`src/rtl/shift_serializer.sv`:
```
// shift_serializer: parallel-in, serial-out transmitter, MSB first, one bit per shift_enable tick.
// Latency: first bit appears on the first enabled edge after the accept edge; throughput one bit per enabled cycle.
// Backpressure: load_ready is high only in IDLE; load_valid is ignored while a frame is in flight.
//
// Optional feature: define SHIFT_SERIALIZER_PARITY_EN to append an even-parity bit
// after the data bits (frame becomes WIDTH+1 bits, frame_done moves to the parity bit).
//
// Ports:
//   clk          rising-edge clock
//   reset        synchronous, active-high reset (overrides everything)
//   load_data    WIDTH-bit word to transmit
//   load_valid   load_data is valid
//   load_ready   block can accept a word (state == IDLE)
//   shift_enable bit-rate tick; one bit per high cycle while shifting
//   serial_data  registered serial bit, MSB first; holds last bit in IDLE
//   serial_valid one-cycle strobe per emitted bit
//   busy         frame in progress (state != IDLE)
//   frame_done   one-cycle pulse with the last bit of a frame

module shift_serializer #(
  parameter int WIDTH = 8
) (
  input  logic             clk,
  input  logic             reset,
  input  logic [WIDTH-1:0] load_data,
  input  logic             load_valid,
  output logic             load_ready,
  input  logic             shift_enable,
  output logic             serial_data,
  output logic             serial_valid,
  output logic             busy,
  output logic             frame_done
);

  localparam int CNT_W = $clog2(WIDTH + 1);
  localparam logic [CNT_W-1:0] LAST_BIT = CNT_W'(WIDTH - 1);

`ifdef SHIFT_SERIALIZER_PARITY_EN
  typedef enum logic [1:0] {
    IDLE   = 2'd0,
    SHIFT  = 2'd1,
    PARITY = 2'd2
  } state_t;
`else
  typedef enum logic [1:0] {
    IDLE   = 2'd0,
    SHIFT  = 2'd1
  } state_t;
`endif

  state_t           state;
  logic [WIDTH-1:0] sr;
  logic [CNT_W-1:0] bit_cnt;
`ifdef SHIFT_SERIALIZER_PARITY_EN
  logic             parity_bit;
`endif

  // Handshake status is a pure decode of the state register, so it changes
  // on the same edges as the state itself.
  assign load_ready = (state == IDLE);
  assign busy       = (state != IDLE);

  always_ff @(posedge clk) begin
    if (reset) begin
      state        <= IDLE;
      sr           <= '0;
      bit_cnt      <= '0;
      serial_data  <= 1'b0;
      serial_valid <= 1'b0;
      frame_done   <= 1'b0;
`ifdef SHIFT_SERIALIZER_PARITY_EN
      parity_bit   <= 1'b0;
`endif
    end else begin
      // Strobes default low so each is high for exactly one cycle per event.
      serial_valid <= 1'b0;
      frame_done   <= 1'b0;

      case (state)
        IDLE: begin
          // shift_enable is deliberately ignored here: the accept cycle
          // never emits a bit.
          if (load_valid) begin
            sr      <= load_data;
            bit_cnt <= '0;
`ifdef SHIFT_SERIALIZER_PARITY_EN
            parity_bit <= ^load_data;
`endif
            state   <= SHIFT;
          end
        end

        SHIFT: begin
          if (shift_enable) begin
            serial_data  <= sr[WIDTH-1];
            serial_valid <= 1'b1;
            sr           <= {sr[WIDTH-2:0], 1'b0};
            bit_cnt      <= bit_cnt + CNT_W'(1);
            if (bit_cnt == LAST_BIT) begin
`ifdef SHIFT_SERIALIZER_PARITY_EN
              // Frame continues with the parity bit; frame_done waits for it.
              state      <= PARITY;
`else
              frame_done <= 1'b1;
              state      <= IDLE;
`endif
            end
          end
        end

`ifdef SHIFT_SERIALIZER_PARITY_EN
        PARITY: begin
          if (shift_enable) begin
            serial_data  <= parity_bit;
            serial_valid <= 1'b1;
            frame_done   <= 1'b1;
            state        <= IDLE;
          end
        end
`endif

        default: state <= IDLE;
      endcase
    end
  end

endmodule

```
`config.mk`:
```
export PLATFORM = sky130hd
export DESIGN_NAME = shift_serializer
export DESIGN_NICKNAME = d
export VERILOG_FILES = /design/src/rtl/shift_serializer.sv
export SDC_FILE = /design/constraint.sdc
export NUM_CORES = 1
export LEC_CHECK = 0
export ABC_AREA = 1
export CAP_MARGIN = 0
export CORE_MARGIN = 10
export CORE_UTILIZATION = 42
export CTS_BUF_LIST = sky130_fd_sc_hd__clkbuf_8 sky130_fd_sc_hd__clkbuf_16
export CTS_CLUSTER_DIAMETER = 60
export DETAILED_ROUTE_END_ITERATION = 10
export GPL_TIMING_DRIVEN = 0
export PLACE_DENSITY = 0.75
export SYNTH_ARGS = -nofsm -noshare
export SYNTH_HDL_FRONTEND = slang
export SYNTH_SLANG_ARGS = --single-unit
```
`constraint.sdc`:
```
create_clock -name clk -period 1.1 [get_ports clk]
set_input_delay 0.11 -clock clk [delete_from_list [all_inputs] [get_ports clk]]
set_output_delay 0.11 -clock clk [all_outputs]
set_load 0.02 [all_outputs]
```
==> results of run 1 <==
==> Yosys cell counts (all sizes together) <==
master / instances / share of area
a21oi: 5 / 0.044
dfxtp: 16 / 0.43
o21ai: 10 / 0.083
ha: 1 / 0.017
clkbuf: 1 / 0.010
inv: 7 / 0.046
nand3: 4 / 0.027
buf: 2 / 0.031
nand2: 32 / 0.19
nor2: 21 / 0.11
nor3: 1 / 0.0068
==> stage by stage <==
stage / hold slack, ps / worst slack, ps
6_report: 438.3 / -59.90
5_1_grt: 432.7 / -130.2
4_1_cts: 438.1 / -68.00
3_5_place_dp: 479.4 / -170.6
3_3_place_gp: 463.2 / -167.3
2_1_floorplan: 179.1 / 12.55
==> per-layer routing <==
metal	GRT usage	vias up
met2	0.1625	14
met4	0.03822	0
met3	0.02642	6
met1	0.1110	330
met5	0	-
li1	-	363
==> worst reg2reg max path: cells and delay by family, from the launching register on <==
kind                   cells  cell delay, ps
DFF                        1             340
buffers and inverters      3             400
AOI/OAI and AO/OA          1             100
and+or+nand+nor            3             200
==> power breakdown <==
part | internal (mW) | total, mW | switching (mW) | leakage (nW)
combinational | 0.148 | 0.298 | 0.149 | 0.346
clock | 0.247 | 0.434 | 0.187 | 0.0269
sequential | 0.616 | 0.641 | 0.0252 | 0.132
==> logic make-up (layout without fill, tap and decap cells) <==
group | Yosys count | after routing
buf+inv | 10 | 35
compound gates | 15 | 15
fa+ha+maj | 1 | 1
simple gates | 58 | 58
flops | 16 | 16
==> what timing repair did <==
item                                    CTS  global route
setup buffers                             2             2
pin swaps                                 0             2
resized for setup                        13            11
cloned                                    0             1
endpoints found under the setup margin   12            14
==> flip-flops by register name, indices dropped and copies added (netlist names) <==
signal,cells
serial_valid,1
state,1
frame_done,1
sr,8
bit_cnt,4
serial_data,1
==> final cells by class <==
cell class	count	area (um2)	area share
buffer	3	42.54	0.03940
clock buffer	3	41.29	0.03824
clock inverter	1	3.754	0.003476
inverter	7	33.78	0.03129
multi-input combinational	74	400.4	0.3708
sequential	16	324.1	0.3001
tap	17	21.27	0.01970
timing repair buffer	21	212.7	0.1970
==> worst paths after layout <==
kind	to	slack [ps]	cells past startpoint
max	sr[4]	-60	7
min	sr[0]	440	3
max reg2reg	sr[4]	-60	7
min reg2reg	bit_cnt[1]	490	2
==> metrics.md, run 1 <==
| Metric | Value |
|---|---|
| Overflow after GRT | 0 |
| CTS hold repair buffers | 0 |
| Measured slew at the worst slew-check pin | 313.3 ps |
| Max incr delay on CP | ~340 ps |
| Synthesized area per cell | ~7.4 um2 |
| Final antenna-violating net count | 0 |
| CTS sink cnt | 16 |
| Cell Chain, Critical Path | buf_8 -> buf_6 -> nand2_8 -> nand2_8 -> clkbuf_16 -> o21ai_2 -> nor2_1 |
| WL/cell | 13.08 um |
| Vias | slightly above 700 |
| Setup crit start kind | register |
| CP Max Fanout | 5 |
| Status | finished with violations |
| Synth Cell Area | 737.0 um2 |
| Share of layout cells above drive strength 1 | 0.2320 |
| Simple-gate share of the synthesized area | 0.3345 |
| Fin nets | roughly 140 |
| Setup TNS | -295.3 ps |
| Final cell count without fillers | 142 |
| Fin. max-slew vios | 0 |
| DR iter-0 viols | 11 |
| Post-synth cell types | 17 |
| Commonest non-fill, non-tap cell in the layout | nand2_1 |
| Initial core utilization | 0.4363 |
| Worst Skew | between 1.5 and 2 ps |
| Die height | just over 60 um |
| CTS tree | yes |
| Unrepaired setup endpoints after global routing | yes |
| Total power | roughly 1.4 mW |
| Final Routed Wirelength | 1858 um |
| Clk_lat worst skew | ~240 ps |
| Ant. Diodes | 0 |
| DR WL met2 | 947 um |
| Critical path origin | state[0] |
| Failing checks | negative setup slack |
| Final cell area excluding filler cells | between 1000 and 1500 um2 |
| Worst EP arrival | roughly 1300 ps |
| Max Cap Viol | 0 |
| Main combinational cell family by area after synthesis | simple AND/OR/NAND/NOR gates |
| Area grow syn2layout | 46.52% |
| Final hold vios | 0 |
| Tot GR Track Use | 0.09589 |
| Total CTS buffers | 3 |
| Critical path type | register to register |
| Post-layout util | 0.6393 |
| Wl on met1 | 798 um |
| Setup ws final | -59.90 ps |
| Syn nets | around 110 |
| Final setup viols | 9 |
| Static Leakage | roughly 0.5 nW |
| DP HPWL | about 1200 um |
| Crit-path slowest cell | dfxtp_4 |
| Largest net degree at the start of global routing | 11 |
| Yosys warnings | 0 |
| Adder-cell share of the synthesized area | 0.01698 |
| Met3 WL | a little over 60 um |
| Crit. End Element | register |
| Seq cells post-synth | 16 |
| Most common cell on crit path | nand2_8 |
| Die area | 3830 um2 |
| Drt pass-1 iters | 4 |
| Tmin final | about 1200 ps |
| Buffers added on ports | 16 |
| Clock root cell | clkbuf_8 |
| # H-tree levels | 1 |
| Placed cells | around 130 |
| Initial antenna violation count | 0 |
| Placed cell area | just over 900 um2 |
| R2r startpoint | state[0] |
| Hold_sp | load_data[0] |
| Tightest Hold Check Type | primary input to register |
| Vias in the first global route | 643 |
| Slew HR | 0.7903 |
| Max Used Layer | met4 |
| Number of vias per cell | around 5.0 |
| Core Box Area | around 1700 um2 |
| Most frequent cells in the layout | nand2_1 (28), nor2_1 (21), dfxtp_1 (15), clkdlybuf4s50_1 (11), o21ai_2 (7) |
| DRC | 0 |
| Cells after synthesis | 100 |
| Fill cells | ~150 |
| VDD IR-drop max | between 0.0008 and 0.0009 V |
| First-pass GRT wire length | between 2000 and 3000 um |
| Clock slew at reported path FFs | about 60 ps |
| Peak Freq | 862.1 MHz |
| Worst Path Buf+Inv | 3 |
| Synth Area in XOR/XNOR | 0 |
| GPL Wtd Cong | ~0.8 |
| Period utilization | 1.054 |
| Post-synthesis mux area share | 0 |
| Pwr/cell area | roughly 1300 nW/um2 |
| Synth Area in Compound Gates | 0.1273 |
| Num ports | 17 |
| Standard-cell rows | 15 |
| Die width | approximately 62 um |
| Critical Path RT | 1230 ps |
| Bufs on Longest Clock Path | 2 |
| Sequential share of the synthesized area | 0.4346 |
| Top cell family by delay on the critical path | buffers and inverters |
No activity file was read; power rests on OpenSTA's default activity.
==> run 2: changes to the inputs <==
Settings changed: CAP_MARGIN 0 to 5.
==> results of run 2 <==
The final DEF is identical to that of run 1; final timing and power are the same.
